`src/rtl/ro_odometer_pkg.sv`:
```
// Shared types and defaults for the RO odometer reader.
package ro_odometer_pkg;

  localparam int unsigned FREQ_W = 32;

  localparam logic [FREQ_W-1:0] DEFAULT_THRESHOLD = 32'd50;
  localparam int unsigned       DEFAULT_TIMEOUT   = 1024;

  // One-hot sweep controller states, matching the odometer controller style.
  typedef enum logic [8:0] {
    ST_INIT    = 9'b0_0000_0001,
    ST_IDLE    = 9'b0_0000_0010,
    ST_ARM     = 9'b0_0000_0100,
    ST_BLANK   = 9'b0_0000_1000,
    ST_WAIT    = 9'b0_0001_0000,
    ST_CAPTURE = 9'b0_0010_0000,
    ST_RELEASE = 9'b0_0100_0000,
    ST_NEXT    = 9'b0_1000_0000,
    ST_DONE    = 9'b1_0000_0000
  } state_e;

endpackage

```
`src/rtl/ro_diff_eval.sv`:
```
// Saturating aging difference, threshold compare and running-max update.
module ro_diff_eval
  import ro_odometer_pkg::*;
#(
  parameter logic [FREQ_W-1:0] THRESHOLD = DEFAULT_THRESHOLD
) (
  input  logic [FREQ_W-1:0] r_freq,
  input  logic [FREQ_W-1:0] s_freq,
  input  logic [FREQ_W-1:0] max_in,
  output logic [FREQ_W-1:0] diff_c,
  output logic [FREQ_W-1:0] max_c,
  output logic              aged_c
);

  logic [FREQ_W:0] sub;

  // Borrow bit of the widened subtraction selects saturation to zero.
  always_comb begin
    sub    = {1'b0, r_freq} - {1'b0, s_freq};
    diff_c = sub[FREQ_W] ? '0 : sub[FREQ_W-1:0];
    aged_c = (diff_c > THRESHOLD);
    max_c  = (diff_c > max_in) ? diff_c : max_in;
  end

endmodule

```
`src/rtl/ro_odometer_reader.sv`:
```
// Host-side sweep initiator for the RO lifecycle odometer.
module ro_odometer_reader
  import ro_odometer_pkg::*;
#(
  parameter int unsigned       NO_CDIR      = 8,
  parameter int unsigned       MUX_SEL_SIZE = $clog2(NO_CDIR),
  parameter logic [FREQ_W-1:0] THRESHOLD    = DEFAULT_THRESHOLD,
  parameter int unsigned       TIMEOUT      = DEFAULT_TIMEOUT,
  parameter int unsigned       TO_W         = $clog2(TIMEOUT + 1)
) (
  input  logic                    clk,
  input  logic                    rst,
  input  logic                    start,
  input  logic [FREQ_W-1:0]       r_freq,
  input  logic [FREQ_W-1:0]       s_freq,
  input  logic                    valid_out,
  output logic                    go,
  output logic                    en_out,
  output logic [MUX_SEL_SIZE-1:0] r_mux_sel,
  output logic [MUX_SEL_SIZE-1:0] s_mux_sel,
  output logic                    busy,
  output logic [FREQ_W-1:0]       diff,
  output logic [MUX_SEL_SIZE-1:0] diff_idx,
  output logic                    diff_valid,
  output logic [NO_CDIR-1:0]      aged_mask,
  output logic [FREQ_W-1:0]       max_diff,
  output logic                    done,
  output logic                    timeout_err
);

  state_e                  state_q, state_d;
  logic [MUX_SEL_SIZE-1:0] idx_q, idx_d;
  logic                    blank_q, blank_d;
  logic [TO_W-1:0]         to_cnt_q, to_cnt_d;

  logic                    go_d, en_d, busy_d, diff_valid_d, done_d, to_err_d;
  logic [MUX_SEL_SIZE-1:0] sel_d, diff_idx_d;
  logic [FREQ_W-1:0]       diff_d, max_d;
  logic [NO_CDIR-1:0]      aged_d;

  logic [FREQ_W-1:0]       diff_c, max_c;
  logic                    aged_c;

  ro_diff_eval #(
    .THRESHOLD (THRESHOLD)
  ) u_diff_eval (
    .r_freq (r_freq),
    .s_freq (s_freq),
    .max_in (max_diff),
    .diff_c (diff_c),
    .max_c  (max_c),
    .aged_c (aged_c)
  );

  // State register.
  always_ff @(posedge clk or negedge rst) begin
    if (!rst) begin
      state_q <= ST_INIT;
    end else begin
      state_q <= state_d;
    end
  end

  // Next-state and next-output decode; outputs are set up for the state being entered.
  always_comb begin
    state_d      = state_q;
    idx_d        = idx_q;
    blank_d      = blank_q;
    to_cnt_d     = to_cnt_q;
    go_d         = 1'b0;
    en_d         = 1'b0;
    busy_d       = busy;
    sel_d        = r_mux_sel;
    diff_d       = diff;
    diff_idx_d   = diff_idx;
    diff_valid_d = 1'b0;
    aged_d       = aged_mask;
    max_d        = max_diff;
    done_d       = 1'b0;
    to_err_d     = timeout_err;

    unique case (state_q)
      ST_INIT: begin
        go_d    = 1'b1;
        state_d = ST_IDLE;
      end
      ST_IDLE: begin
        busy_d = 1'b0;
        if (start) begin
          aged_d   = '0;
          max_d    = '0;
          to_err_d = 1'b0;
          idx_d    = '0;
          sel_d    = '0;
          busy_d   = 1'b1;
          en_d     = 1'b1;
          state_d  = ST_ARM;
        end
      end
      ST_ARM: begin
        blank_d  = 1'b0;
        to_cnt_d = '0;
        state_d  = ST_BLANK;
      end
      ST_BLANK: begin
        to_cnt_d = '0;
        if (blank_q) begin
          state_d = ST_WAIT;
        end else begin
          blank_d = 1'b1;
        end
      end
      ST_WAIT: begin
        if (valid_out) begin
          state_d = ST_CAPTURE;
        end else begin
          to_cnt_d = to_cnt_q + TO_W'(1);
          if (to_cnt_d == TO_W'(TIMEOUT)) begin
            to_err_d = 1'b1;
            done_d   = 1'b1;
            busy_d   = 1'b0;
            state_d  = ST_DONE;
          end
        end
      end
      ST_CAPTURE: begin
        diff_d       = diff_c;
        diff_idx_d   = idx_q;
        diff_valid_d = 1'b1;
        if (aged_c) begin
          aged_d[idx_q] = 1'b1;
        end
        max_d   = max_c;
        go_d    = 1'b1;
        state_d = ST_RELEASE;
      end
      ST_RELEASE: begin
        if (valid_out && go) begin
          state_d = ST_NEXT;
        end else begin
          go_d = 1'b1;
        end
      end
      ST_NEXT: begin
        if (idx_q == MUX_SEL_SIZE'(NO_CDIR - 1)) begin
          done_d  = 1'b1;
          busy_d  = 1'b0;
          state_d = ST_DONE;
        end else begin
          idx_d   = idx_q + MUX_SEL_SIZE'(1);
          sel_d   = idx_d;
          en_d    = 1'b1;
          state_d = ST_ARM;
        end
      end
      ST_DONE: begin
        busy_d  = 1'b0;
        state_d = ST_IDLE;
      end
      default: begin
        state_d = ST_INIT;
      end
    endcase
  end

  // Datapath and registered outputs.
  always_ff @(posedge clk or negedge rst) begin
    if (!rst) begin
      idx_q       <= '0;
      blank_q     <= 1'b0;
      to_cnt_q    <= '0;
      go          <= 1'b0;
      en_out      <= 1'b0;
      r_mux_sel   <= '0;
      s_mux_sel   <= '0;
      busy        <= 1'b0;
      diff        <= '0;
      diff_idx    <= '0;
      diff_valid  <= 1'b0;
      aged_mask   <= '0;
      max_diff    <= '0;
      done        <= 1'b0;
      timeout_err <= 1'b0;
    end else begin
      idx_q       <= idx_d;
      blank_q     <= blank_d;
      to_cnt_q    <= to_cnt_d;
      go          <= go_d;
      en_out      <= en_d;
      r_mux_sel   <= sel_d;
      s_mux_sel   <= sel_d;
      busy        <= busy_d;
      diff        <= diff_d;
      diff_idx    <= diff_idx_d;
      diff_valid  <= diff_valid_d;
      aged_mask   <= aged_d;
      max_diff    <= max_d;
      done        <= done_d;
      timeout_err <= to_err_d;
    end
  end

endmodule
```
`config.mk`:
```
export PLATFORM = sky130hd
export DESIGN_NAME = ro_odometer_reader
export DESIGN_NICKNAME = d
export VERILOG_FILES = /design/src/rtl/ro_odometer_pkg.sv /design/src/rtl/ro_diff_eval.sv /design/src/rtl/ro_odometer_reader.sv
export SDC_FILE = /design/constraint.sdc
export NUM_CORES = 1
export LEC_CHECK = 0
export BUFFER_PORTS_ARGS = -buffer_cell sky130_fd_sc_hd__buf_4
export CORE_UTILIZATION = 50
export DETAILED_ROUTE_END_ITERATION = 10
export PLACE_DENSITY = 0.77
export SYNTH_ARGS = -nofsm -noshare
export SYNTH_HDL_FRONTEND = slang
export SYNTH_SLANG_ARGS = --single-unit
export TNS_END_PERCENT = 100
```
`constraint.sdc`:
```
create_clock -name clk -period 3.35 [get_ports clk]
set_input_delay 0.335 -clock clk [delete_from_list [all_inputs] [get_ports clk]]
set_output_delay 0.335 -clock clk [all_outputs]
set_load 0.03 [all_outputs]
```
After elaboration in Yosys (flattened, before gate mapping)
Index checks and enable logic that the tools add are counted.

Add/subtract/negate cells: 3. Order comparisons: 4. Equal/unequal tests: 21. Muxes and demuxes: 40. Bitwise operators: 1. Reductions and logical operators: 18.

Operator list (count): $mux 32 (3); $pmux 9 s8 (1); $pmux 32 s2 (1); $mux 9 (6); $sub 32x32->33 (1); $gt 32x32->1 (1); $gt 32x6->1 const B (1); $pmux 11 s2 (1); $mux 8 (2); $ne 2x2->1 const B (8); $pmux 8 s2 (1); $mux 1 (14); $reduce_and 4->1 (3); $add 11x1->11 const B (1); $eq 11x11->1 const B (1); $mux 11 (1); $pmux 1 s2 (5); $reduce_bool 2->1 (5); $eq 9x1->1 const B (1); $eq 9x2->1 const B (1); $eq 9x3->1 const B (1); $eq 9x4->1 const B (1); $eq 9x5->1 const B (1); $eq 9x6->1 const B (1); 19 further kinds (25).

Register bits: 105. Output and inout bits: 87.

Longest topological paths before layout
Depth after elaboration: 7. Gate-level depth with buffers: 23. Mapped depth without buffers: 21.

By module
From an unflattened synthesis, not the netlist that was laid out.

Cells, all modules: 970. Area total of the unflattened synthesis: 8150.3 µm².

Modules (own cells, without submodules): ro_odometer_reader (instances 1, cells an instance 441, area an instance 4545.6 µm²); ro_diff_eval (instances 1, cells an instance 529, area an instance 3604.7 µm²).

Least setup slack after synthesis
Ideal clock, no wire load.

Path kind: input to register. Start point: input port r_freq[0]. End point: register max_diff[10]. Data arrival time: 4.775 ns. Slack: -1.506 ns. Stages: 23. Cells stage by stage: inv_1 ha_1 fa_1 nor2b_1 o2111a_1 o21ai_0 a21o_1 o21ba_2 o21ai_1 buf_2 buf_2 nand2_1 inv_1 ha_1 a21o_1 a21o_1 a21oi_1 nor2_1 a211oi_1 o211ai_1 o21ai_1 clkbuf_1 mux2i_1.

Cells in the longest elaborated chain, start to end: 5.

Ends and longest elaborated chain: start: declaration (RTL line ro_odometer_reader.sv:14) `input logic [FREQ_W-1:0] r_freq,`; $sub 32x32->33 (RTL line ro_diff_eval.sv:19) `sub = {1'b0, r_freq} - {1'b0, s_freq};`; $mux 32 (RTL line ro_diff_eval.sv:20) `diff_c = sub[FREQ_W] ? '0 : sub[FREQ_W-1:0];`; net diff_c[9] (RTL line ro_odometer_reader.sv:41) `logic [FREQ_W-1:0] diff_c, max_c;`; $gt 32x32->1 (RTL line ro_diff_eval.sv:22) `max_c = (diff_c > max_in) ? diff_c : max_in;`; $ne 2x1->1 (no source line); $reduce_and 3->1 (no source line); end signal: assignment (RTL line ro_odometer_reader.sv:197) `max_diff <= max_d;`; end: declaration (RTL line ro_odometer_reader.sv:26) `output logic [FREQ_W-1:0] max_diff,`.

The timed path passes the listed nets, and every way through them passes these cells. The select of a mux whose other input is x is not followed. A chain may end at the register's enable or synchronous reset.

Worst setup path in the final report
Start point: input port r_freq[0]. End point: register max_diff[0].

Same word-level chain as after synthesis.

==> impl_metrics.csv <==
group,metric,value,unit
die,start_util,0.510,
worst_setup_path,crit_start,"r_freq[0]",
grt,grt_use_met2,0.511,
power_and_ir_drop,p_sw,0.00154,W
drt,avgRoutedWirePerCell,16.7,um
worst_hold_path,hp-class,"in -> async",
synth,synthXorXnorAreaFrac,0.0329,
synth,synthAdderAreaFrac,0.111,
finish,seqCellArea,2630,um^2
worst_setup_path,critPathBufInv,8,
power_and_ir_drop,power_density,391,nW/um^2
power_and_ir_drop,switching_share,0.346,
timing,fin_ws,-0.760,ns
timing,relSlewSlack,0.334,
clock_tree,cts_buffer_depth,2,
synth,seq_area_frac_synth,0.340,
worst_setup_path,cpPeakStageDelay,0.34,ns
power_and_ir_drop,power_frac_comb,0.421,
synth,yosys_most_used_dff,"dfrtp_1",
drt,drtPass1Iterations,5,
drt,routed_wirelength,24700,um
worst_setup_path,required,3.60,ns
worst_setup_path,critPathLaunchType,"input pin",
placement,placed_cell_area,10400,um^2
finish,multi_input_area,5020,um^2
die,rows,45,
clock_tree,clock-root-buffer,"clkbuf_16",
finish,layout_commonest_cell,"buf_4",
placement,pre_cts_ws,-1.15,ns
finish,fin_nets,1422,
power_and_ir_drop,pwr-share-clk,0.252,
synth,synthArstFlopShare,1.00,
synth,synth-edff-count,0,
synth,syn_nets,1091,
finish,fin_util,0.754,
grt,gr-usage-met3,0.0361,
timing,timing.final.crit_period,4.11,ns
synth,synth_top_family_by_area,"compound AO/OA/AOI/OAI gates",
drt,drt-initial-drc-count,518,
synth,syn_inst,955,
synth,avgSynthCellArea,8.08,um^2
die,die_x,126,um
synth,ys_ff_latch,105,
timing,slew_violations,0,
run,cap_violations,0,
clock_tree,clk_latency,0.34,ns
power_and_ir_drop,p_int,0.00292,W
worst_setup_path,reg2reg_slack,0.20,ns
synth,synth_cell_types,69,
timing,fin_crit_sh,1.23,
finish,fill_cells,1029,
timing,worstMarginPinSlew,0.999,ns
grt,top_usage_layer,"met2",
timing,maxClockFrequency,0.243,GHz
synth,synth_area,7720,um^2
die,core_area,15100,um^2
synth,synthMuxAreaShare,0.0455,
clock_tree,clk_pin_slew,0.07,ns
worst_setup_path,crit_family,"compound AO/OA/AOI/OAI gates",
grt,grt_pass1_vias,8060,
grt,grt_pass1_wl,37800,um
power_and_ir_drop,peakVddDrop,0.000284,V
power_and_ir_drop,seq_power_share,0.327,
grt,track_usage,0.293,
clock_tree,clkSinkCount,105,
clock_tree,cts_buffers,9,
die,io_pins,155,
timing,rsz0062_at_grt,"true",
worst_setup_path,crit_slowest_cell,"fa_2",
timing,fin_worst_skew,0.00915,ns
grt,antenna_found_initial,0,
worst_setup_path,crit_arrival,4.36,ns
die,dieArea,15900,um^2
placement,io_buffers,154,
worst_setup_path,crit_type,"in -> reg",
grt,grt.overflow.total,0,
drt,vias,8385,
power_and_ir_drop,p_leak,5.93,nW
finish,syn2layout_area_growth,47.8,%
timing,setup_viol,40,
clock_tree,cts_tree,"yes",
worst_setup_path,regToRegStartpoint,"state_q[3]",
finish,diodes,0,
die,die_h,126,um
drt,routed_via_density,5.67,
placement,place.gp.congestion,0.888,
grt,use_met1,0.366,
status,violations,"setup timing",
status,status,"finished, violations left",
finish,drive_above_1_share,0.360,
synth,ys_warn_count,0,
finish,design_area,11400,um^2
grt,grt_max_degree,80,
worst_setup_path,endpoint_kind,"register",
drt,ant_nets,0,
clock_tree,cts_htree_levels,3,
synth,synth_compound_area_frac,0.204,
drt,remaining_drc_errors,0,
finish,mostFrequentLayoutCells,"343 x buf_4, 148 x nand2_1, 104 x dfrtp_1, 98 x inv_1, 80 x o21ai_0",
placement,dp_hpwl,16800,um
worst_setup_path,crit_fanout,7,
timing,hold_violations,0,
synth,synthSimpleGateAreaFrac,0.193,
## final timing paths
path                                endpoint  cells past startpoint
worst min register to register   timeout_err                      2
worst max-delay path             max_diff[0]                     26
min in group clk                 to_cnt_q[2]                      2
worst max register to register  aged_mask[3]                      9
max in group asynchronous           diff[25]                      2
worst min-delay path             to_cnt_q[3]                      1
## layer usage
metal / up-vias / wire length [um]
li1: 3967 / -
met1: 4013 / 9960
met2: 333 / 12300
met3: 72 / 1540
met4: 0 / 890
met5: - / 0
## logic make-up (layout without fill, tap and decap cells)
kind of cell | after synthesis | in the layout
mux | 35 | 35
buf+inv | 144 | 479
flops | 105 | 105
fa+ha+maj | 68 | 68
compound gates | 253 | 253
xor+xnor | 29 | 29
simple gates | 321 | 321
## what timing repair did
action                     in CTS  in global routing
hold buffers                    0                  0
cloned                          4                  0
setup endpoints to repair      34                 40
buffers inserted               12                  8
resized for setup              48                 57
pin swaps                      30                 21
## metrics by stage
| stage | hold WS [ns] | TNS [ns] | cells | power, W |
|---|---|---|---|---|
| global route | 0.234 | -26.71 | 1478 | 0.00468 |
| global placement | 0.460 | -35.84 | 1444 | 0.00304 |
| floorplan | 0.0394 | -22.60 | 955 | 0.00237 |
| CTS | 0.192 | -15.34 | 1475 | 0.00429 |
| finish | 0.137 | -22.12 | 1478 | 0.00447 |
| detailed placement | 0.465 | -38.62 | 1444 | 0.00308 |
## power groups by stage
stage | clock, W | combinational, W | sequential (W)
5_1_grt | 0.00118 | 0.00203 | 0.00147
3_3_place_gp | 0 | 0.00156 | 0.00147
4_1_cts | 0.00113 | 0.00170 | 0.00146
6_report | 0.00113 | 0.00188 | 0.00146
2_1_floorplan | 0 | 0.000863 | 0.00150
3_5_place_dp | 0 | 0.00160 | 0.00148
## synthesized netlist by cell type, drive strengths merged (5+ instances only)
| library cell | instances | area share |
|---|---|---|
| ha | 67 | 0.11 |
| clkbuf | 30 | 0.015 |
| mux2i | 34 | 0.044 |
| nor3b | 5 | 0.0049 |
| a21oi | 55 | 0.038 |
| and2 | 5 | 0.0041 |
| o211ai | 8 | 0.0078 |
| nand3b | 6 | 0.0058 |
| nor2 | 55 | 0.027 |
| a21o | 23 | 0.022 |
| nand2b | 17 | 0.014 |
| a211oi | 7 | 0.0075 |
| xor2 | 14 | 0.016 |
| inv | 105 | 0.051 |
| nor3 | 17 | 0.011 |
| xnor2 | 15 | 0.017 |
| nand4 | 17 | 0.014 |
| or3 | 6 | 0.0049 |
| dfrtp | 104 | 0.34 |
| nand2 | 158 | 0.077 |
| o21ai | 102 | 0.066 |
| a32oi | 8 | 0.0091 |
| a31oi | 6 | 0.0057 |
| nand3 | 13 | 0.0084 |
| buf | 9 | 0.0075 |
| nor2b | 5 | 0.0041 |
| o31ai | 10 | 0.0097 |
| and3 | 6 | 0.0049 |
| o21bai | 6 | 0.0058 |
## area by class of cell
type                       count  area share
clock buffer                  11      0.0213
timing repair buffer         359       0.246
tap                          188      0.0206
multi-input combinational    706       0.440
sequential                   105       0.230
inverter                     105      0.0352
clock inverter                 4     0.00669
## state kept, by name, indices dropped and copies added (netlist names)
name	count
state_q	9
blank_q	1
diff_valid	1
max_diff	32
idx_q	3
diff_idx	3
go	1
done	1
en_out	1
timeout_err	1
aged_mask	8
to_cnt_q	11
diff	32
busy	1
(Power assumes the default switching activity.)
